$ cat config.mk
export PLATFORM = sky130hd
export DESIGN_NAME = alu_share_arbiter
export DESIGN_NICKNAME = d
export VERILOG_FILES = /design/src/rtl/alu_share_arbiter_pkg.sv /design/src/rtl/alu_share_arbiter_alu.sv /design/src/rtl/alu_share_arbiter.sv
export SDC_FILE = /design/constraint.sdc
export NUM_CORES = 1
export LEC_CHECK = 0
export CORE_ASPECT_RATIO = 0.5
export CORE_MARGIN = 8
export CORE_UTILIZATION = 30
export DETAILED_ROUTE_END_ITERATION = 16
export SLEW_MARGIN = 20
export SYNTH_ARGS = -nofsm -noshare
export SYNTH_HDL_FRONTEND = slang
export SYNTH_SLANG_ARGS = --single-unit
$ cat constraint.sdc
create_clock -name clk -period 3.1 [get_ports clk]
set_input_delay 0.465 -clock clk [delete_from_list [all_inputs] [get_ports clk]]
set_output_delay 0.465 -clock clk [all_outputs]
set_load 0.1 [all_outputs]
$ cat src/rtl/alu_share_arbiter_pkg.sv
`default_nettype none
// +--------------------------------------------------------------------+
// | alu_share_arbiter_pkg: ALU op codes and arbiter FSM encodings        |
// | Rev 1.0                                                              |
// +--------------------------------------------------------------------+
package alu_share_arbiter_pkg;

  typedef logic [2:0] alu_op_t;

  localparam alu_op_t ALU_ADD   = 3'b000;  // a + b + ci
  localparam alu_op_t ALU_SUB   = 3'b001;  // a + ~b + ci, co is the not-borrow
  localparam alu_op_t ALU_AND   = 3'b010;
  localparam alu_op_t ALU_OR    = 3'b011;
  localparam alu_op_t ALU_XOR   = 3'b100;
  localparam alu_op_t ALU_PASSB = 3'b101;
  localparam alu_op_t ALU_SHL   = 3'b110;  // ci shifts in at the lsb
  localparam alu_op_t ALU_SHR   = 3'b111;  // ci shifts in at the msb

  localparam logic [1:0] IDLE = 2'd0;
  localparam logic [1:0] EXEC = 2'd1;
  localparam logic [1:0] RESP = 2'd2;

endpackage
`default_nettype wire

$ cat src/rtl/alu_share_arbiter_alu.sv
`default_nettype none
// +--------------------------------------------------------------------+
// | alu_share_arbiter_alu: combinational WIDTH-bit ALU with carry       |
// | Rev 1.0                                                              |
// +--------------------------------------------------------------------+
module alu_share_arbiter_alu
  import alu_share_arbiter_pkg::*;
#(
  parameter int WIDTH = 8
) (
  input  logic [2:0]       op,
  input  logic [WIDTH-1:0] a,
  input  logic [WIDTH-1:0] b,
  input  logic             ci,
  output logic [WIDTH-1:0] y,
  output logic             co
);

  logic [WIDTH:0] w_sum;

  always_comb begin
    w_sum = '0;
    y     = '0;
    co    = 1'b0;
    case (op)
      ALU_ADD: begin
        w_sum   = {1'b0, a} + {1'b0, b} + {{WIDTH{1'b0}}, ci};
        {co, y} = w_sum;
      end
      ALU_SUB: begin
        w_sum   = {1'b0, a} + {1'b0, ~b} + {{WIDTH{1'b0}}, ci};
        {co, y} = w_sum;
      end
      ALU_AND:   y = a & b;
      ALU_OR:    y = a | b;
      ALU_XOR:   y = a ^ b;
      ALU_PASSB: y = b;
      ALU_SHL: begin
        y  = {a[WIDTH-2:0], ci};
        co = a[WIDTH-1];
      end
      ALU_SHR: begin
        y  = {ci, a[WIDTH-1:1]};
        co = a[0];
      end
      default: ;
    endcase
  end

endmodule
`default_nettype wire

$ cat src/rtl/alu_share_arbiter.sv
`default_nettype none
// +--------------------------------------------------------------------+
// | alu_share_arbiter: round-robin sharing of one ALU by two requesters |
// | Rev 1.0                                                              |
// +--------------------------------------------------------------------+
module alu_share_arbiter
  import alu_share_arbiter_pkg::*;
#(
  parameter int WIDTH = 8,
  parameter int CNT_W = 16
) (
  input  logic               clk,
  input  logic               rst,
  input  logic [1:0]         req_valid,
  output logic [1:0]         req_ready,
  input  logic [5:0]         req_op,
  input  logic [2*WIDTH-1:0] req_a,
  input  logic [2*WIDTH-1:0] req_b,
  input  logic [1:0]         req_ci,
  output logic [1:0]         rsp_valid,
  input  logic [1:0]         rsp_ready,
  output logic [WIDTH-1:0]   rsp_result,
  output logic               rsp_co,
  output logic               busy,
  output logic [CNT_W-1:0]   done_cnt0,
  output logic [CNT_W-1:0]   done_cnt1
);

  localparam logic [CNT_W-1:0] c_cnt_one = {{(CNT_W-1){1'b0}}, 1'b1};
  localparam logic [CNT_W-1:0] c_cnt_max = {CNT_W{1'b1}};

  logic [1:0]       r_state;
  logic             r_prio;
  logic             r_id;
  logic [2:0]       r_op;
  logic [WIDTH-1:0] r_a;
  logic [WIDTH-1:0] r_b;
  logic             r_ci;
  logic [1:0]       r_rsp_valid;
  logic [WIDTH-1:0] r_result;
  logic             r_co;
  logic [CNT_W-1:0] r_cnt0;
  logic [CNT_W-1:0] r_cnt1;

  logic             w_win;
  logic             w_accept;
  logic [WIDTH-1:0] w_alu_y;
  logic             w_alu_co;

  // A lone valid requester wins outright; prio only breaks ties.
  assign w_win     = (req_valid == 2'b11) ? r_prio : req_valid[1];
  assign w_accept  = (r_state == IDLE) && (|req_valid);
  assign req_ready = w_accept ? (w_win ? 2'b10 : 2'b01) : 2'b00;

  assign rsp_valid  = r_rsp_valid;
  assign rsp_result = r_result;
  assign rsp_co     = r_co;
  assign busy       = (r_state != IDLE);
  assign done_cnt0  = r_cnt0;
  assign done_cnt1  = r_cnt1;

  alu_share_arbiter_alu #(
    .WIDTH (WIDTH)
  ) u_alu (
    .op (r_op),
    .a  (r_a),
    .b  (r_b),
    .ci (r_ci),
    .y  (w_alu_y),
    .co (w_alu_co)
  );

  always_ff @(posedge clk or posedge rst) begin
    if (rst) begin
      r_state     <= IDLE;
      r_prio      <= 1'b0;
      r_id        <= 1'b0;
      r_op        <= '0;
      r_a         <= '0;
      r_b         <= '0;
      r_ci        <= 1'b0;
      r_rsp_valid <= 2'b00;
      r_result    <= '0;
      r_co        <= 1'b0;
      r_cnt0      <= '0;
      r_cnt1      <= '0;
    end else begin
      case (r_state)
        IDLE: begin
          if (w_accept) begin
            r_id    <= w_win;
            r_prio  <= ~w_win;
            r_op    <= w_win ? req_op[5:3] : req_op[2:0];
            r_a     <= w_win ? req_a[2*WIDTH-1:WIDTH] : req_a[WIDTH-1:0];
            r_b     <= w_win ? req_b[2*WIDTH-1:WIDTH] : req_b[WIDTH-1:0];
            r_ci    <= w_win ? req_ci[1] : req_ci[0];
            r_state <= EXEC;
          end
        end
        EXEC: begin
          r_result    <= w_alu_y;
          r_co        <= w_alu_co;
          r_rsp_valid <= r_id ? 2'b10 : 2'b01;
          r_state     <= RESP;
        end
        RESP: begin
          // Only the owner's ready can retire the response.
          if (rsp_ready[r_id]) begin
            r_rsp_valid <= 2'b00;
            r_state     <= IDLE;
            if (!r_id && (r_cnt0 != c_cnt_max)) r_cnt0 <= r_cnt0 + c_cnt_one;
            if (r_id && (r_cnt1 != c_cnt_max))  r_cnt1 <= r_cnt1 + c_cnt_one;
          end
        end
        default: r_state <= IDLE;
      endcase
    end
  end

endmodule
`default_nettype wire
==> results of run 1 <==
-- cell usage in the layout (no fill, tap or decap), drive strengths merged, types with 5 or more instances in the layout --
cell	Yosys	routed
and3	10	10
a31oi	5	5
nand3	19	19
inv	53	54
nor2	24	24
a222oi	20	20
nand2b	5	5
and4	5	5
nor2b	10	10
ha	25	25
o21ai	20	20
a21oi	22	22
clkbuf	10	11
clkdlybuf4s50	0	45
nor3	8	8
nand4	10	10
nand2	43	43
xnor2	25	25
mux2i	5	5
buf	13	58
dfrtp	67	67
xor2	5	5
a221oi	5	5
-- routing by layer --
layer  global-route usage (%)  vias to the layer above  share of wire (%)
li1                         -                     1847                  -
met5                        0                        -                  0
met2                     23.2                       92                 50
met4                     5.07                        0                2.3
met3                     3.61                       20                4.8
met1                     15.1                     1881                 43
-- critical path, cell delays in order, from the launching register on --
cell       delay [ps]
dfrtp_1           420
inv_1             130
fa_1              480
fa_1              430
nor2b_1           170
o31ai_1           120
and3_1            190
a2111oi_0         390
nor2_1             80
a21oi_1           170
-- cell families (layout without fill, tap and decap cells) --
group	count (synthesis)	in the layout	synth area share, %
AOI/OAI and AO/OA	105	105	17.4
xor gates and xnor gates	30	30	6.04
DFF	67	67	38.5
and+or+nand+nor	146	146	17.7
adders and majority gates	29	29	9.03
muxes	12	12	4.00
buffers and inverters	76	172	7.27
-- area by class of cell --
| cell class | count | area (um^2) | area share, % |
|---|---|---|---|
| clock buffers | 11 | 253 | 4.42 |
| clock inverters | 5 | 60.1 | 1.05 |
| well taps | 198 | 248 | 4.33 |
| repair buffers | 103 | 923 | 16.1 |
| inverters | 53 | 199 | 3.48 |
| multi-input cells | 322 | 2360 | 41.3 |
| flip-flops and latches | 67 | 1680 | 29.3 |
-- power breakdown --
| part | switching, mW | total [mW] | internal, mW |
|---|---|---|---|
| registers | 0.330 | 1.48 | 1.15 |
| clock network | 0.399 | 1.07 | 0.669 |
| logic | 2.62 | 4.00 | 1.39 |
| total | 3.34 | 6.55 | 3.20 |
-- sequential cells by signal (all words and copies together) (netlist names) --
register / cells
r_id: 1
done_cnt0: 16
r_state: 2
rsp_result: 8
r_ci: 1
rsp_valid: 2
r_b: 8
done_cnt1: 16
r_a: 8
r_prio: 1
r_op: 3
rsp_co: 1
-- stage by stage --
stage                     hold slack [ps]  instance area [um^2]  power [mW]  std cells  worst slack (ps)
after floorplan                       468                  4350        4.52        465               220
after global placement                478                  5410        5.45        743               577
after detailed placement              486                  5410        5.48        743               500
after CTS                             434                  5720        6.57        759               479
after global routing                  469                  5720        7.01        759               163
final                                 432                  5720        6.55        759               442
-- worst paths after layout --
| check | end | slack (ps) | cells past startpoint |
|---|---|---|---|
| setup / recovery | rsp_result[6]$_DFFE_PP0P_ | 440 | 9 |
| hold / removal | done_cnt0[14]$_DFFE_PP0P_ | 430 | 2 |
| setup reg to reg | rsp_result[6]$_DFFE_PP0P_ | 440 | 9 |
| hold reg to reg | done_cnt0[12]$_DFFE_PP0P_ | 490 | 1 |
| max in group asynchronous | r_b[4]$_DFFE_PP0P_ | 2050 | 3 |
| min in group clk | done_cnt0[12]$_DFFE_PP0P_ | 490 | 1 |
==> impl_metrics.py, run 1 <==
metrics = {
    "drt": {
        "ant_nets": 0,
        "routedWlPerCell_um": 16.2,
        "avgViaCountPerCell": 5.06,
        "drc": 0,
        "routed_wl_um": 12300,
        "drt_first_pass_iters": 7,
        "vias": 3840,
        "first_iter_violations": 332,
    },
    "floorplanning": {
        "fp-row-count": 31,
        "start_util_pct": 30.4,
        "die_y_um": 101,
        "fp.dieW_um": 186,
        "fp.coreArea_um2": 14300,
        "die_area_um2": 18900,
        "io_pins": 92,
    },
    "clock_tree": {
        "postCtsSetupBuffers": 0,
        "clk_latency_ps": 330,
        "cts_tree": "yes",
        "cts_root_buf": "clkbuf_16",
        "clk_pin_slew_ps": 60,
        "ctsHtreeMaxLevel": 3,
        "cts_hold_buf": 0,
        "cts_resized": 0,
        "cts_sinks": 67,
        "clock_path_buffers": 2,
        "cts_buffers": 9,
    },
    "synthesis": {
        "syn_area_um2": 4350,
        "syn_avg_cell_area_um2": 9.36,
        "ys_seq_area_share_pct": 38.5,
        "post-synth-top-area-cell": "dfrtp_1",
        "async_flop_share_pct": 100,
        "synthCells": 465,
        "synth.most_common_cell": "dfrtp_1",
        "synth_edf_count": 0,
        "synth_top_area_share_pct": 38.5,
        "ys_types": 58,
        "synth_area_leaders": "dfrtp_1 (39%), ha_1 (7.2%), xnor2_1 (5.0%)",
        "synth.ff_latch_count": 67,
        "yosys_warnings": 0,
        "ys.flop_type": "dfrtp_1",
        "yosys-top-cells-count": "dfrtp_1 (67), inv_1 (52), nand2_1 (43), ha_1 (25), xnor2_1 (25)",
        "synth_fp_nets": 540,
    },
    "pwr": {
        "ir_drop_uv": 360,
        "power.density_nw_per_um2": 1140,
        "p_leak_nw": 2.63,
    },
    "layout": {
        "fin_nets": 631,
        "final_core_util_pct": 40.0,
        "area_delta_synth_final_pct": 31.5,
        "fill_cells": 1412,
        "drive_above_1_share_pct": 16.0,
        "antenna_cells": 0,
    },
    "setup_path": {
        "critPathLaunch": "r_a[0]$_DFFE_PP0P_",
        "path_class": "flop to flop",
        "worstPathRequired_ps": 3360,
        "r2r_start": "r_a[0]$_DFFE_PP0P_",
        "arrival_ps": 2920,
        "endpoint_kind": "flop",
        "start_kind": "flop",
        "crit_fanout": 5,
    },
    "flow_run": {
        "drv_cap": 0,
    },
    "timing": {
        "finalSetupViolCount": 0,
        "period_share_pct": 85.8,
        "slew_violations": 0,
        "relSlewSlack_pct": 49.6,
        "finClkSkew_ps": 5.42,
        "fmax_mhz": 376,
        "period_minus_slack_ps": 2660,
        "setup_tns_ps": 0,
        "tightestPinTransition_ps": 756,
        "rsz0062_at_grt": "false",
        "hold_viol": 0,
    },
    "placement": {
        "io_buffer_count": 91,
        "dp_hpwl_um": 9470,
        "routabilityCongestion": 0.863,
    },
    "global_routing": {
        "antenna_found_initial": 0,
        "grt_max_degree": 33,
        "grt_pass1_vias": 3876,
        "grt_pass1_wl_um": 20100,
        "grtUsageTotal_pct": 13.1,
        "grt.overflow.total": 0,
    },
    "status": {
        "status": "completed",
    },
    "hold_path": {
        "hp-class": "input pin to async pin",
    },
}
(Power assumes the default switching activity.)
==> run 2, diff against run 1 <==
--- a/config.mk
+++ b/config.mk
@@ -7,8 +7,9 @@
 export LEC_CHECK = 0
 export CORE_ASPECT_RATIO = 0.5
 export CORE_MARGIN = 8
-export CORE_UTILIZATION = 30
+export CORE_UTILIZATION = 52
 export DETAILED_ROUTE_END_ITERATION = 16
+export PLACE_DENSITY = 0.81
 export SLEW_MARGIN = 20
 export SYNTH_ARGS = -nofsm -noshare
 export SYNTH_HDL_FRONTEND = slang
==> run 2 against run 1 <==
- setup slack gained 15 ps
- utilization grew 29 points
- clock skew grew 0.91 ps
- design area shrank 2.7%
- non-clock buffer count is the same
- cell count shrank 11%
- critical path type unchanged
- register-to-register slack is essentially flat
- die area shrank 38%
- critical path depth is the same
==> impl_metrics.py, run 2 (synthesized netlist as in run 1, its figures left out) <==
metrics = {
    "global_routing": {
        "grtUsageTotal_pct": 20.2,
        "grt_pass1_vias": 3854,
        "grt_max_degree": 33,
        "grt_pass1_wl_um": 19300,
        "antenna_found_initial": 0,
        "grt.overflow.total": 0,
    },
    "floorplanning": {
        "die_y_um": 80.7,
        "fp-row-count": 23,
        "fp.coreArea_um2": 8060,
        "start_util_pct": 54.0,
        "io_pins": 92,
        "die_area_um2": 11700,
        "fp.dieW_um": 145,
    },
    "drt": {
        "drc": 0,
        "ant_nets": 0,
        "vias": 3903,
        "avgViaCountPerCell": 5.80,
        "first_iter_violations": 342,
        "routedWlPerCell_um": 17.1,
        "drt_first_pass_iters": 9,
        "routed_wl_um": 11500,
    },
    "clock_tree": {
        "cts_root_buf": "clkbuf_16",
        "clock_path_buffers": 2,
        "postCtsSetupBuffers": 0,
        "clk_pin_slew_ps": 60,
        "cts_buffers": 9,
        "cts_sinks": 67,
        "cts_resized": 0,
        "cts_tree": "yes",
        "clk_latency_ps": 330,
        "cts_hold_buf": 0,
        "ctsHtreeMaxLevel": 3,
    },
    "setup_path": {
        "r2r_start": "r_a[0]$_DFFE_PP0P_",
        "worst_path_largest_cell_delay_ps": 490,
        "arrival_ps": 2890,
        "r2r_slack_ps": 460,
        "worstPathRequired_ps": 3350,
        "start_kind": "flop",
        "path_common_cell": "fa_1",
        "critPathSlowestCell": "fa_1",
        "critPathBufInv": 1,
        "endpoint_kind": "flop",
        "timing.rr.end": "rsp_result[4]$_DFFE_PP0P_",
        "critical-path-top-delay-family": "compound AO/OA/AOI/OAI gates",
        "path_class": "flop to flop",
        "crit_chain": "inv_1 > fa_1 > fa_1 > o21bai_1 > a21oi_2 > xnor2_1 > a2111oi_0 > a21oi_1 > o21ai_1",
        "crit_fanout": 5,
        "r2r_cells": 9,
    },
    "pwr": {
        "power.density_nw_per_um2": 1150,
        "p_leak_nw": 2.60,
        "ir_drop_uv": 956,
    },
    "timing": {
        "period_minus_slack_ps": 2640,
        "fmax_mhz": 378,
        "fin_ws_ps": 457,
        "finClkSkew_ps": 6.33,
        "finalSetupViolCount": 0,
        "period_share_pct": 85.3,
        "setup_tns_ps": 0,
        "hold_viol": 0,
        "hold_ws_ps": 480,
        "tightestPinTransition_ps": 808,
        "rsz0062_at_grt": "false",
        "relSlewSlack_pct": 46.1,
        "slew_violations": 0,
    },
    "hold_path": {
        "min_to": "rsp_result[0]$_DFFE_PP0P_",
        "hp-class": "flop to flop",
        "min_from": "rsp_result[0]$_DFFE_PP0P_",
        "hold_depth": 2,
    },
    "flow_run": {
        "drv_cap": 0,
    },
    "layout": {
        "final_cell_mix": "dfrtp_1 (67), buf_4 (56), inv_1 (51)",
        "area_delta_synth_final_pct": 27.9,
        "fill_cells": 663,
        "fin_nets": 631,
        "final_core_util_pct": 69.1,
        "layout_commonest_cell": "dfrtp_1",
        "drive_above_1_share_pct": 16.0,
        "antenna_cells": 0,
    },
    "placement": {
        "pre_cts_ws_ps": 496,
        "dp_hpwl_um": 8710,
        "routabilityCongestion": 0.935,
        "io_buffer_count": 91,
    },
    "status": {
        "status": "completed",
    },
}
run 2: changes by cell type in the layout (fill, tap and decap cells not counted), sizes merged:
cell and delta:
bufinv -1, clkbuf -2, clkinvlp +1, inv +2
run 2: layout make-up:
class,count,area (um^2),share of cell area (%)
multi-input combinational,322,2360,42.5
sequential,67,1680,30.1
timing repair buffer,103,911,16.4
clock buffer,9,225,4.04
inverter,53,199,3.57
tap,112,140,2.52
clock inverter,7,51.3,0.921
run 2: stage by stage:
| stage | cell area, um^2 | cells | total power [mW] |
|---|---|---|---|
| after global placement | 5290 | 657 | 5.36 |
| after floorplan | 4350 | 465 | 4.52 |
| after detailed placement | 5290 | 657 | 5.41 |
| after global routing | 5570 | 673 | 6.85 |
| final | 5570 | 673 | 6.40 |
| after CTS | 5570 | 673 | 6.39 |
run 2: where the power goes:
part           switching [mW]  leakage, nW  internal [mW]  total (mW)
Clock                   0.398        0.133          0.546       0.943
Sequential              0.371        0.858           1.15        1.52
Combinational            2.56         1.61           1.38        3.94
run 2: per-layer routing:
metal | track usage [%] | wire length [um] | vias to the layer above
met1 | 24.4 | 4840 | 1892
li1 | - | - | 1856
met5 | 0 | 0 | -
met4 | 5.46 | 182 | 0
met3 | 4.65 | 733 | 15
met2 | 36.0 | 5770 | 140
run 2: tightest hold or removal path, cell delays in order (launching register included):
cell and delay (ps):
dfrtp_1 340, nand2_1 50, o21ai_0 60
run 2: worst max-delay path by stage:
stage	from	to	slack, ps	cells after the start
after floorplan	r_state[1]$_DFFE_PP0P_	req_ready[0]	220	4
after global placement	r_a[0]$_DFFE_PP0P_	rsp_result[4]$_DFFE_PP0P_	560	9
after detailed placement	r_a[0]$_DFFE_PP0P_	rsp_result[4]$_DFFE_PP0P_	500	9
after CTS	r_a[0]$_DFFE_PP0P_	rsp_result[4]$_DFFE_PP0P_	470	9
after global routing	r_a[0]$_DFFE_PP0P_	rsp_result[4]$_DFFE_PP0P_	310	9
final	r_a[0]$_DFFE_PP0P_	rsp_result[4]$_DFFE_PP0P_	460	9
==> run 3, diff against run 2 <==
--- a/config.mk
+++ b/config.mk
@@ -10,7 +10,7 @@
 export CORE_UTILIZATION = 52
 export DETAILED_ROUTE_END_ITERATION = 16
 export PLACE_DENSITY = 0.81
-export SLEW_MARGIN = 20
+export SLEW_MARGIN = 25
 export SYNTH_ARGS = -nofsm -noshare
 export SYNTH_HDL_FRONTEND = slang
 export SYNTH_SLANG_ARGS = --single-unit
==> results of run 3 <==
The final DEF is identical to that of run 2; final timing and power are the same.
==> patch: new RTL, config.mk and constraints of run 2 <==
Register the output `done_cnt1` once more, without a reset; this adds one clock of latency there. The other outputs are not delayed to match.
--- a/src/rtl/alu_share_arbiter.sv
+++ b/src/rtl/alu_share_arbiter.sv
@@ -57,7 +57,9 @@
   assign rsp_co     = r_co;
   assign busy       = (r_state != IDLE);
   assign done_cnt0  = r_cnt0;
-  assign done_cnt1  = r_cnt1;
+  always_ff @(posedge clk) begin
+    done_cnt1 <= r_cnt1;
+  end
 
   alu_share_arbiter_alu #(
     .WIDTH (WIDTH)
Formal check against the unedited RTL: not equivalent (a bounded check fails within 4 cycles, from zero or initial values and one cycle with rst high).
==> patch against run 2 <==
Clock power up 18%. Synthesized area is 5.7% higher. Power grew 6.5%. Global-route usage grew 0.12 points. Non-clock buffer count is 5 lower. Worst setup slack got worse by 0.27 ns. Count of clock-buffer cells in the layout up 3. Sequential cell count grew 16. Routed wire length rose by 5.4%. Cell area grew 4.9%. Largest cell class unchanged. Highest routed layer unchanged.
==> patch: results <==
set metrics [dict create \
    drt-total-wl_um 12140 \
    min-delay-start "r_cnt1[14]$_DFFE_PP0P_" \
    fin_nets 628 \
    synth.distinct_cells 62 \
    grt_pass1_wl_um 19850 \
    leakage_nw 2.667 \
    slew-limit-headroom_pct 44.20 \
    ir_worst_vdd_mv 0.9652 \
    ys_top_cells_by_area "dfrtp_1, dfxtp_1, ha_1, xnor2_1, inv_1" \
    drt_iter0_markers 297 \
    grt.met1_usage_pct 24.60 \
    grt_util_met3_pct 4.405 \
    clock_skew_ns 0.008855 \
    vias 3976 \
    dpl_cell_area_um2 5528 \
    core_um2 8648 \
    place.gp.congestion 0.8840 \
    nFillCells 669 \
    worstReg2RegEnd "rsp_result[6]$_DFFE_PP0P_" \
    grt_start_max_net_pins 37 \
    yosysSeqAreaShare_pct 43.39 \
    synthTopCellsByCount "dfrtp_1, inv_1, nand2_1" \
    syn_nets 544 \
    crit_arrival_ns 3.13 \
    drive_above_1_share_pct 14.87 \
    grtUsageMet2_pct 34.93 \
    synthArstFlopShare_pct 80.72 \
    reg2reg_slack_ns 0.19 \
    place_hpwl_um 8751 \
    place_ws_ns 0.2663 \
    outcome "finished clean" \
]
patch: cell types whose count changed after synthesis, sizes merged, moves of 4 or more:
cell	run 2	this run
nor2	24	17
xnor2	25	29
a22oi	0	5
and3	10	5
dfxtp	0	16
clkbuf	10	14
nand2	43	33
patch: final cells by class:
| type | instances | share of cell area, % |
|---|---|---|
| multi-input combinational | 307 | 39.31 |
| clock inverter | 4 | 0.9640 |
| sequential | 83 | 34.19 |
| tap | 117 | 2.506 |
| inverter | 54 | 3.470 |
| clock buffer | 12 | 4.392 |
| timing repair buffer | 98 | 15.17 |
patch: cell families (layout without fill, tap and decap cells):
family / after synthesis / count (layout) / synth area share (%)
flops: 83 / 83 / 43.39
xor+xnor: 33 / 33 / 6.280
mux: 11 / 11 / 2.773
simple gates: 126 / 126 / 14.60
fa+ha+maj: 29 / 29 / 8.537
buf+inv: 79 / 168 / 6.824
compound gates: 108 / 108 / 17.59
patch: stage by stage:
| step | utilization, % | std cells | power, mW | hold slack [ns] |
|---|---|---|---|---|
| CTS | 67.53 | 675 | 6.812 | 0.3892 |
| global placement | 63.92 | 659 | 5.586 | 0.3555 |
| detailed placement | 63.92 | 659 | 5.655 | 0.3596 |
| finish | 67.53 | 675 | 6.817 | 0.3905 |
| global route | 67.53 | 675 | 7.296 | 0.4055 |
| floorplan | - | 469 | 4.740 | 0.3472 |
patch: power by group:
group          switching, mW  leakage [nW]  internal, mW
registers              0.420         0.974          1.37
logic                   2.55          1.54          1.37
clock network          0.431         0.154         0.675
total                   3.40          2.67          3.42
patch: worst min-delay path by stage:
stage	endpoint	slack, ns	depth (start not counted)
6_report	done_cnt1[14]$_DFF_P_	0.39	0
5_1_grt	done_cnt1[14]$_DFF_P_	0.41	0
3_5_place_dp	done_cnt1[14]$_DFF_P_	0.36	0
4_1_cts	done_cnt1[14]$_DFF_P_	0.39	0
3_3_place_gp	done_cnt1[14]$_DFF_P_	0.36	0
2_1_floorplan	done_cnt1[14]$_DFF_P_	0.35	0
patch: metal layers:
layer / part of all wire (%) / vias up
met5: 0 / -
met4: 3.1 / 0
met3: 5.8 / 35
met2: 50 / 154
met1: 41 / 1945
li1: - / 1842
